--- config.mk ---
export PLATFORM = sky130hd
export DESIGN_NAME = pe_psum_collector
export DESIGN_NICKNAME = d
export VERILOG_FILES = /design/src/rtl/pe_psum_collector.sv
export SDC_FILE = /design/constraint.sdc
export NUM_CORES = 1
export LEC_CHECK = 0
export ABC_AREA = 1
export CORE_AREA = 2 2 117 119
export CTS_BUF_LIST = sky130_fd_sc_hd__clkbuf_16
export DETAILED_ROUTE_END_ITERATION = 8
export DIE_AREA = 0 0 119 121
export DONT_BUFFER_PORTS = 1
export PLACE_DENSITY = 0.71
export SLEW_MARGIN = 20
export SYNTH_ARGS = -nofsm -noshare
export SYNTH_HDL_FRONTEND = slang
export SYNTH_SLANG_ARGS = --single-unit
--- constraint.sdc ---
create_clock -name clk -period 4.22 [get_ports clk]
set_input_delay 0.633 -clock clk [delete_from_list [all_inputs] [get_ports clk]]
set_output_delay 0.633 -clock clk [all_outputs]
set_load 0.005 [all_outputs]
--- src/rtl/pe_psum_collector.sv ---
// Receive end of the PE output-address sequence: accumulates per-PE partial sums
// over BlockCount blocks in strict PE order, then drains one result per handshake.
module pe_psum_collector #(
  parameter int O_PEGroupSize   = 4,
  parameter int O_PEAddrWidth   = 2,
  parameter int BlockCount      = 4,
  parameter int BlockCountWidth = 2,
  parameter int DataWidth       = 16,
  parameter int AccWidth        = 20
) (
  input  logic                       clk,
  input  logic                       sclr_n,
  input  logic                       in_valid,
  output logic                       in_ready,
  input  logic [O_PEAddrWidth-1:0]   in_addr,
  input  logic [DataWidth-1:0]       in_data,
  output logic                       out_valid,
  input  logic                       out_ready,
  output logic [O_PEAddrWidth-1:0]   out_addr,
  output logic [AccWidth-1:0]        out_data,
  output logic [BlockCountWidth-1:0] block_cnt,
  output logic                       err
);

  localparam logic [O_PEAddrWidth-1:0]   LastIdx = O_PEAddrWidth'(O_PEGroupSize - 1);
  localparam logic [BlockCountWidth-1:0] LastBlk = BlockCountWidth'(BlockCount - 1);

  typedef enum logic [0:0] {
    ACCUM = 1'b0,
    DRAIN = 1'b1
  } state_t;

  state_t                     state_r;
  logic                       in_ready_r;
  logic                       out_valid_r;
  logic [AccWidth-1:0]        out_data_r;
  logic [BlockCountWidth-1:0] block_cnt_r;
  logic                       err_r;
  logic [O_PEAddrWidth-1:0]   exp_idx_r;
  logic [O_PEAddrWidth-1:0]   d_r;
  logic [AccWidth-1:0]        acc_r [O_PEGroupSize];

  logic                       beat_s;
  logic                       good_s;
  logic                       bad_s;
  logic                       last_beat_s;
  logic                       hs_s;
  logic [AccWidth-1:0]        ext_s;
  logic [AccWidth-1:0]        sum_s;
  logic [O_PEAddrWidth-1:0]   d_next_s;

  // Beat classification and the accumulator update value for the expected PE.
  always_comb begin
    beat_s      = in_valid & in_ready_r;
    good_s      = beat_s & (in_addr == exp_idx_r);
    bad_s       = beat_s & (in_addr != exp_idx_r);
    ext_s       = {{(AccWidth - DataWidth){in_data[DataWidth-1]}}, in_data};
    if (block_cnt_r == '0) begin
      sum_s = ext_s;
    end else begin
      sum_s = acc_r[exp_idx_r] + ext_s;
    end
    last_beat_s = good_s & (exp_idx_r == LastIdx) & (block_cnt_r == LastBlk);
    hs_s        = out_valid_r & out_ready;
    d_next_s    = d_r + O_PEAddrWidth'(1);
  end

  // Accumulator storage; block 0 overwrites, so no reset is needed here.
  always_ff @(posedge clk) begin
    if (sclr_n && good_s) begin
      acc_r[exp_idx_r] <= sum_s;
    end
  end

  // Control FSM with registered handshake outputs, counters and sticky error.
  always_ff @(posedge clk) begin
    if (!sclr_n) begin
      state_r     <= ACCUM;
      in_ready_r  <= 1'b1;
      out_valid_r <= 1'b0;
      out_data_r  <= '0;
      block_cnt_r <= '0;
      err_r       <= 1'b0;
      exp_idx_r   <= '0;
      d_r         <= '0;
    end else begin
      if (bad_s) begin
        err_r <= 1'b1;
      end
      case (state_r)
        ACCUM: begin
          if (last_beat_s) begin
            state_r     <= DRAIN;
            in_ready_r  <= 1'b0;
            out_valid_r <= 1'b1;
            exp_idx_r   <= '0;
            block_cnt_r <= '0;
            d_r         <= '0;
            // Slot 0 is only still being written here when the group has one PE.
            out_data_r  <= (exp_idx_r == '0) ? sum_s : acc_r[0];
          end else if (good_s && (exp_idx_r == LastIdx)) begin
            exp_idx_r   <= '0;
            block_cnt_r <= block_cnt_r + BlockCountWidth'(1);
          end else if (good_s) begin
            exp_idx_r   <= exp_idx_r + O_PEAddrWidth'(1);
          end
        end
        DRAIN: begin
          if (hs_s && (d_r == LastIdx)) begin
            state_r     <= ACCUM;
            in_ready_r  <= 1'b1;
            out_valid_r <= 1'b0;
            d_r         <= '0;
            out_data_r  <= '0;
          end else if (hs_s) begin
            d_r         <= d_next_s;
            out_data_r  <= acc_r[d_next_s];
          end
        end
        default: begin
          state_r     <= ACCUM;
          in_ready_r  <= 1'b1;
          out_valid_r <= 1'b0;
          d_r         <= '0;
        end
      endcase
    end
  end

  assign in_ready  = in_ready_r;
  assign out_valid = out_valid_r;
  assign out_addr  = d_r;
  assign out_data  = out_data_r;
  assign block_cnt = block_cnt_r;
  assign err       = err_r;

endmodule

# --- Word-level counts from Yosys, hierarchy flattened ---
# Memories as Yosys holds them, arrays and structs flattened. A register that Yosys moved wholly into a read port is not among the register bits.
# Cells that the tools add are included.
word_totals:
  ff_bits: 30
  mem_bits_rw: 80
  in_bits: 22
  out_inout_bits: 27
  wordCells: 67
  mem_count: 1
mem_list:
  columns: ["memory", "depth", "width", "rd", "rd_ports_with_merged_regs", "write_ports", "line_no", "rtl"]
  rows:
  - ["acc_r", 4, 20, 3, 1, 1, "41", "logic [AccWidth-1:0] acc_r [O_PEGroupSize];"]
classes:
  n_addsub: 4
  eq_ne: 8
  mux: 28
  n_bitwise: 7
  reduce_logical: 11
op_table:
  columns: ["op", "count"]
  rows:
  - ["$mux 20", 5]
  - ["$pmux 20 s2", 1]
  - ["$add 20x20->20", 1]
  - ["$mux 2", 10]
  - ["$mux 1", 8]
  - ["$reduce_and 2->1", 4]
  - ["$add 2x1->2 const B", 3]
  - ["$and 1x1->1", 6]
  - ["$eq 2x2->1 const B", 3]
  - ["$pmux 1 s2", 3]
  - ["$logic_not 2->1", 2]
  - ["$pmux 2 s2", 1]
  - ["$logic_and 1x1->1", 3]
  - ["$ne 3x1->1 const B", 1]
  - ["$reduce_bool 3->1", 1]
  - ["$eq 2x2->1", 1]
  - ["$ne 2x1->1 const B", 1]
  - ["$ne 2x2->1", 1]
  - ["$ne 2x2->1 const B", 1]
  - ["$reduce_bool 2->1", 1]
  - ["$not 1->1", 1]

# --- Longest topological paths before layout ---
# Gate-level depths: netlist (run 1).
logic_depth:
  word_depth: 8
  ltp_mapped: 20
  depth_no_buf: 18

# --- Worst setup path after synthesis (run 1) ---
# Ideal clock, no wire load.
synth_timing:
  kind: "reg2reg"
  start: "register with a tool-made name"
  end: "memory acc_r[0][16] (data pin)"
  setup_ns: 0.274
  arrival_ns: 2.433
  required_ns: 3.946
  setup_slack_ns: 1.513
  path_stages_with_launch: 19
  path_buffers: 2
  period_less_slack_ns: 2.707
  path_cell_list: "dfxtp_1 inv_1 clkbuf_1 clkbuf_1 nor2_1 o22ai_1 ha_1 inv_1 fa_1 inv_1 nand3_1 nand3_1 nand2_1 nand2_1 nand2_1 nand2_1 nand2_1 nand3_1 nand2_1"
synth_rtl:
  columns: ["item", "line_no"]
  rows:
  - ["end: declaration", "41"]

==> results of run 1 <==
state kept, by name, indices dropped and copies added (netlist names), named ones only:
name,count
acc_r,80
block_cnt,2
err,1
exp_idx_r,2
in_ready,1
out_addr,2
out_data,20
out_valid,1
state_r,1
routing by layer:
layer  vias up  track usage  wire [µm]
li1       2799            -          -
met1      2657        0.348       7830
met2       263        0.431       8850
met3        44       0.0550       1310
met4         0        0.111        711
met5         -            0          0
cell usage in the layout (no fill, tap or decap), drive strengths merged, types with 3 or more instances in the layout:
cell,instances
a21oi,64
a31oi,4
and2,3
buf,11
clkbuf,9
dfxtp,32
edfxtp,80
ha,26
inv,66
nand2,157
nand3,42
nand3b,4
nor2,138
o21ai,124
o22ai,36
or2,3
xnor2,3
report_power, final:
part           leakage [µW]  internal (µW)  switching, µW
registers          0.000979           1190           8.42
clock network      0.000161            512            381
logic               0.00171            155            324
total               0.00285           1860            713
Yosys cell counts, types with 2 or more instances:
master / instances / area share
a31oi_1: 4 / 0.0039
o21ai_0: 121 / 0.093
ha_1: 26 / 0.050
nand3_1: 41 / 0.032
and2_1: 3 / 0.0029
buf_1: 2 / 0.0012
dfxtp_1: 32 / 0.099
edfxtp_1: 80 / 0.37
xnor2_1: 3 / 0.0040
a211oi_1: 2 / 0.0023
o22ai_1: 36 / 0.035
o21ai_1: 3 / 0.0023
buf_6: 2 / 0.0035
buf_2: 5 / 0.0039
a21oi_1: 63 / 0.049
nand2_1: 155 / 0.090
nor2_1: 137 / 0.079
clkbuf_1: 30 / 0.017
or2_1: 3 / 0.0029
nand3b_1: 4 / 0.0046
inv_1: 60 / 0.035
cell type report:
class / instances / area (µm²) / area share
clock buffer: 9 / 225 / 0.0325
sequential: 112 / 3040 / 0.439
multi-input combinational: 614 / 3050 / 0.440
tap: 176 / 220 / 0.0317
inverter: 62 / 235 / 0.0339
timing repair buffer: 11 / 82.6 / 0.0119
clock inverter: 7 / 82.6 / 0.0119
metrics by stage:
| stage | cell area, µm² | power [µW] | hold slack [ns] |
|---|---|---|---|
| after detailed placement | 6630 | 1690 | 0.494 |
| after floorplan | 6490 | 1580 | 0.461 |
| after global routing | 6940 | 2690 | 0.408 |
| after global placement | 6630 | 1690 | 0.491 |
| final | 6940 | 2570 | 0.413 |
| after CTS | 6940 | 2570 | 0.413 |
kinds of logic (layout without fill, tap and decap cells):
group / Yosys count / count (layout)
xor gates and xnor gates: 4 / 4
buffers and inverters: 102 / 89
adders and majority gates: 27 / 27
DFF: 112 / 112
AOI/OAI and AO/OA: 232 / 232
and+or+nand+nor: 351 / 351
worst max-delay path by stage:
| stage | cells past startpoint | slack (ns) | endpoint |
|---|---|---|---|
| 2_1_floorplan | 18 | 1.51 | acc_r[0][16]$_DFFE_PP_ |
| 3_3_place_gp | 14 | 1.21 | acc_r[1][19]$_DFFE_PP_ |
| 3_5_place_dp | 14 | 1.20 | acc_r[1][19]$_DFFE_PP_ |
| 4_1_cts | 14 | 1.17 | acc_r[0][19]$_DFFE_PP_ |
| 5_1_grt | 16 | 0.84 | out_data[8]$_SDFFE_PN0P_ |
| 6_report | 16 | 1.14 | out_data[8]$_SDFFE_PN0P_ |
==> impl_metrics.py, run 1 <==
metrics = {
    "die": {
        "dieArea_mm2": 0.0144,
        "rows": 42,
        "core_area_mm2": 0.0131,
        "start_util": 0.496,
        "die_y_um": 121,
        "die_w_um": 119,
        "io-pin-count": 49,
    },
    "clock_network": {
        "ctsHtreeMaxLevel": 3,
        "hold_buffers": 0,
        "cts-resized-gates": 0,
        "max-clock-path-buffers": 2,
        "cts_tree": "built",
        "cts_buffers": 9,
        "clkTransAtPathRegs_ns": 0.07,
        "clock_latency_ns": 0.36,
        "cts-root-buf": "clkbuf_16",
        "clkSinkCount": 112,
        "post_cts_buffers": 0,
    },
    "sta": {
        "finalHoldViolations": 0,
        "drv_slew": 0,
        "worstMarginPinSlew_ns": 0.844,
        "fmax_ghz": 0.325,
        "tns_ns": 0,
        "fin_crit_sh": 0.730,
        "relSlewSlack": 0.437,
        "setup_viol_count_final": 0,
        "finalCriticalPeriod_ns": 3.08,
        "finClkSkew_ns": 0.00992,
        "layout_setup_ws_ns": 1.14,
        "rsz0062_at_grt": "no",
    },
    "power_and_ir_drop": {
        "p_per_area_mw_per_mm2": 371,
        "p_leak_uw": 0.00285,
        "vdd_ir_drop_max_mv": 0.232,
    },
    "cells_and_area": {
        "n_antenna_cell": 0,
        "stdcell_count": 991,
        "drive_gt1_frac": 0.0442,
        "fillers": 1240,
        "area_delta_synth_final_pct": 6.86,
        "fin_nets": 859,
        "finish.utilization": 0.530,
    },
    "route": {
        "final_antenna_net_count": 0,
        "via_count": 5763,
        "route.detailed.drc": 0,
        "routed_via_density": 5.82,
        "wirelength_um": 18700,
        "wl_per_cell_um": 18.9,
        "drtPass1Iterations": 6,
        "initialDrtViolationCount": 655,
    },
    "grt": {
        "overflow": 0,
        "grt_antenna_before_repair": 0,
        "grt_first_pass_wirelength_um": 29500,
        "track_usage": 0.266,
        "grt_pass1_vias": 5403,
        "grt_max_degree": 47,
    },
    "min_path": {
        "min-delay-start": "sclr_n",
        "min_path_cells": 2,
        "hold-path-endpoint": "block_cnt[1]$_SDFFE_PN0P_",
        "worstHoldPathType": "in2reg",
    },
    "critical_path": {
        "critPathBufInv": 3,
        "end_kind": "flip-flop",
        "reg2reg_to": "out_data[8]$_SDFFE_PN0P_",
        "worstPathMaxFanout": 21,
        "cpMostUsedCell": "nand2_1",
        "arrival_ns": 3.37,
        "critPathKind": "reg2reg",
        "r2r_cells": 16,
        "startpoint_type": "flip-flop",
        "r2r_slack_ns": 1.14,
        "crit_chain": "inv_1 -> o21ai_0 -> o22ai_1 -> ha_1 -> inv_1 -> fa_1 -> inv_1 -> nand3_1 -> nand3_1 -> nand2_1 -> nand2_1 -> xor2_1 -> nand2_1 -> nand2_1 -> o21ai_0 -> a21oi_1",
        "max_stage_delay_ns": 0.48,
        "path_delay_family": "simple AND/OR/NAND/NOR gates",
        "required_ns": 4.51,
        "critPathSlowestCell": "inv_1",
    },
    "synth": {
        "yosys.area_share.adder": 0.0532,
        "yosys_register_bits": 112,
        "ys.flop_type": "edfxtp_1",
        "synth.distinct_cells": 37,
        "synthCells": 828,
        "synth_edf_count": 80,
        "avgSynthCellArea_um2": 7.84,
        "synth_nets": 877,
        "synth_xor_area_frac": 0.00539,
        "ys_warn_count": 0,
        "synthArstFlopShare": 0,
        "synth_area_mm2": 0.00649,
        "synth_top_family_by_area": "simple AND/OR/NAND/NOR gates",
        "synth-compound-area-share": 0.189,
        "synth_mux_area_frac": 0,
        "yosys.area_share.simple": 0.221,
        "ys_seq_area_frac": 0.469,
    },
    "placed_design": {
        "dp_hpwl_um": 12500,
        "placed_cells": 975,
        "place.port_buffers": 0,
        "place_ws_ns": 1.20,
        "gp_congestion": 0.887,
    },
    "job": {
        "maxCapViolCount": 0,
    },
    "outcome": {
        "outcome": "completed",
    },
}
Power figures use the tool's default switching activity.
==> run 2, diff against run 1 <==
Settings changed: ABC_AREA 1 to 0, CORE_AREA 2 2 117 119 to 2 2 116 118, DIE_AREA 0 0 119 121 to 0 0 118 120.
Clock period 4.22 ns to 2.91 ns, I/O delays scaled along.
==> run 2 against run 1 <==
  * The run now ends with setup timing left
  * Synthesized cell count is 35% lower
  * Total power grew 44%
  * Register-to-register slack got worse by 1.5 ns
  * Wire length down 4.8%
  * Die area shrank 1.7%
  * Final cell count down 21%
  * Sequential share of layout area fell by 5.4 points
  * Critical endpoint is now acc_r[1][12]$_DFFE_PP_
  * Largest cell class unchanged
  * Largest power group unchanged
==> impl_metrics.py, run 2 <==
metrics = {
    "placed_design": {
        "gp_congestion": 0.877,
        "place_ws_ns": -0.338,
        "dp_hpwl_um": 11300,
        "place.port_buffers": 0,
    },
    "grt": {
        "track_usage": 0.260,
        "overflow": 0,
        "grt_first_pass_wirelength_um": 28000,
        "grt_max_degree": 35,
        "grt_antenna_before_repair": 0,
        "grt_pass1_vias": 5078,
    },
    "sta": {
        "drv_slew": 0,
        "rsz0062_at_grt": "yes",
        "finalHoldViolations": 0,
        "fmax_ghz": 0.309,
        "finClkSkew_ns": 0.0118,
        "layout_setup_ws_ns": -0.325,
        "worstMarginPinSlew_ns": 0.624,
        "finalCriticalPeriod_ns": 3.23,
        "relSlewSlack": 0.584,
        "fin_crit_sh": 1.11,
        "setup_viol_count_final": 57,
    },
    "clock_network": {
        "clkTransAtPathRegs_ns": 0.07,
        "clkSinkCount": 112,
        "max-clock-path-buffers": 2,
        "cts-root-buf": "clkbuf_16",
        "clock_latency_ns": 0.37,
        "cts_buffers": 9,
        "ctsHtreeMaxLevel": 3,
        "cts_tree": "built",
    },
    "synth": {
        "ys_warn_count": 0,
        "yosys-top-cells-area": "edfxtp_1 (38%), mux4_2 (14%), dfxtp_1 (10%)",
        "synth_top_area_frac": 0.380,
        "synth_area_mm2": 0.00632,
        "ys_seq_area_frac": 0.481,
        "yosysMostFrequentCell": "edfxtp_1",
        "synth_top_area_cell": "edfxtp_1",
        "synth_nets": 585,
        "synth.distinct_cells": 65,
        "synthArstFlopShare": 0,
        "avgSynthCellArea_um2": 11.8,
        "yosys_register_bits": 112,
        "synth_commonest_cells": "edfxtp_1 (80), nand2_1 (52), mux4_2 (40)",
        "synth_edf_count": 80,
        "synthCells": 536,
        "ys.flop_type": "edfxtp_1",
    },
    "cells_and_area": {
        "mostFrequentLayoutCells": "edfxtp_1 (80), buf_4 (76), nand2_1 (49)",
        "area_delta_synth_final_pct": 25.4,
        "largest_register_ffs": 80,
        "n_antenna_cell": 0,
        "final_common_cell": "edfxtp_1",
        "finish.utilization": 0.611,
        "fin_nets": 650,
        "largest_register": "acc_r",
        "fillers": 1008,
        "drive_gt1_frac": 0.353,
    },
    "die": {
        "dieArea_mm2": 0.0142,
        "rows": 42,
        "io-pin-count": 49,
        "core_area_mm2": 0.0130,
        "die_y_um": 120,
        "start_util": 0.487,
        "die_w_um": 118,
    },
    "route": {
        "route.detailed.drc": 0,
        "wirelength_um": 17800,
        "final_antenna_net_count": 0,
        "wl_per_cell_um": 22.8,
        "routed_via_density": 6.21,
        "initialDrtViolationCount": 347,
        "drtPass1Iterations": 4,
        "via_count": 4855,
    },
    "critical_path": {
        "crit_chain": "buf_4 -> mux4_2 -> ha_4 -> inv_1 -> fa_2 -> nor2b_4 -> o211ai_1 -> a31o_2 -> a21oi_2 -> or2_4 -> a31oi_4 -> xor2_1 -> o21ai_2",
        "worstPathMaxFanout": 5,
        "critPathKind": "reg2reg",
        "max_stage_delay_ns": 0.52,
        "startpoint_type": "flip-flop",
        "arrival_ns": 3.34,
        "end_kind": "flip-flop",
        "required_ns": 3.01,
        "critPathSlowestCell": "mux4_2",
    },
    "power_and_ir_drop": {
        "power.switching_uw": 893,
        "switching_share": 0.242,
        "clock_power_share": 0.350,
        "combPwrFrac": 0.181,
        "p_per_area_mw_per_mm2": 466,
        "vdd_ir_drop_max_mv": 0.577,
        "power_uw": 3690,
        "sequentialPowerShare": 0.468,
        "p_leak_uw": 0.00287,
        "p_int_uw": 2800,
    },
    "job": {
        "maxCapViolCount": 0,
    },
    "outcome": {
        "violations": "setup timing",
        "outcome": "complete, but fails checks",
    },
    "min_path": {
        "worstHoldPathType": "in2reg",
        "min-delay-start": "sclr_n",
    },
}
run 2: area by class of cell:
type | instances | area [µm²] | area share
multi-input combinational | 381 | 3580 | 0.451
clock buffer | 9 | 225 | 0.0284
tap | 176 | 220 | 0.0278
clock inverter | 7 | 80.1 | 0.0101
sequential | 112 | 3050 | 0.384
timing repair buffer | 87 | 741 | 0.0934
inverter | 10 | 37.5 | 0.00473
run 2: worst paths after layout:
kind	to	slack [ns]	depth (start not counted)
hold / removal	in_ready$_SDFFE_PN1P_	0.15	1
setup reg to reg	acc_r[1][12]$_DFFE_PP_	-0.32	13
hold reg to reg	out_addr[1]$_SDFFE_PN0P_	0.51	2
setup / recovery	acc_r[1][12]$_DFFE_PP_	-0.32	13
run 2: timing repair:
action                                  CTS  global route
buffers inserted                         13             6
pin swaps                                27            20
hold buffers                              0             0
endpoints found under the setup margin   61            73
gates resized for setup                  63            28
gates cloned                              1             0
run 2: critical path: cells and delay by family, from the launching register on:
| kind | cells | cell delay [ns] |
|---|---|---|
| compound gates | 5 | 0.88 |
| mux | 1 | 0.52 |
| fa+ha+maj | 2 | 0.42 |
| flops | 1 | 0.39 |
| simple gates | 2 | 0.38 |
| buf+inv | 2 | 0.19 |
| xor+xnor | 1 | 0.18 |
run 2: logic make-up (layout without fill, tap and decap cells):
family | after synthesis | in the layout | share of synthesized area
compound gates | 141 | 141 | 0.144
mux | 53 | 53 | 0.164
flops | 112 | 112 | 0.481
buf+inv | 43 | 113 | 0.0275
xor+xnor | 14 | 14 | 0.0194
fa+ha+maj | 27 | 27 | 0.0546
simple gates | 146 | 146 | 0.109
run 2: per-stage QoR:
stage,instances,setup TNS (ns),hold WS (ns),cell area (µm²)
4_1_cts,777,-6.30,0.135,7760
6_report,782,-9.11,0.145,7930
3_3_place_gp,748,-8.31,0.476,7030
5_1_grt,782,-16.30,0.150,7930
3_5_place_dp,748,-10.34,0.505,7030
2_1_floorplan,536,-1.63,0.463,6400
run 2: power groups by stage:
stage               clock network [µW]  registers (µW)  logic (µW)
floorplan                            0            1760         340
global placement                     0            1760         483
detailed placement                   0            1770         495
CTS                               1310            1730         597
global route                      1370            1730         720
finish                            1290            1730         669
run 2: metal layers:
layer  routed length, µm  up-vias  global-route usage
met5                   0        -                   0
met4                 394        0              0.0904
met3                1370       31              0.0751
met2                8680      183               0.427
met1                7360     2446               0.330
li1                    -     2195                   -
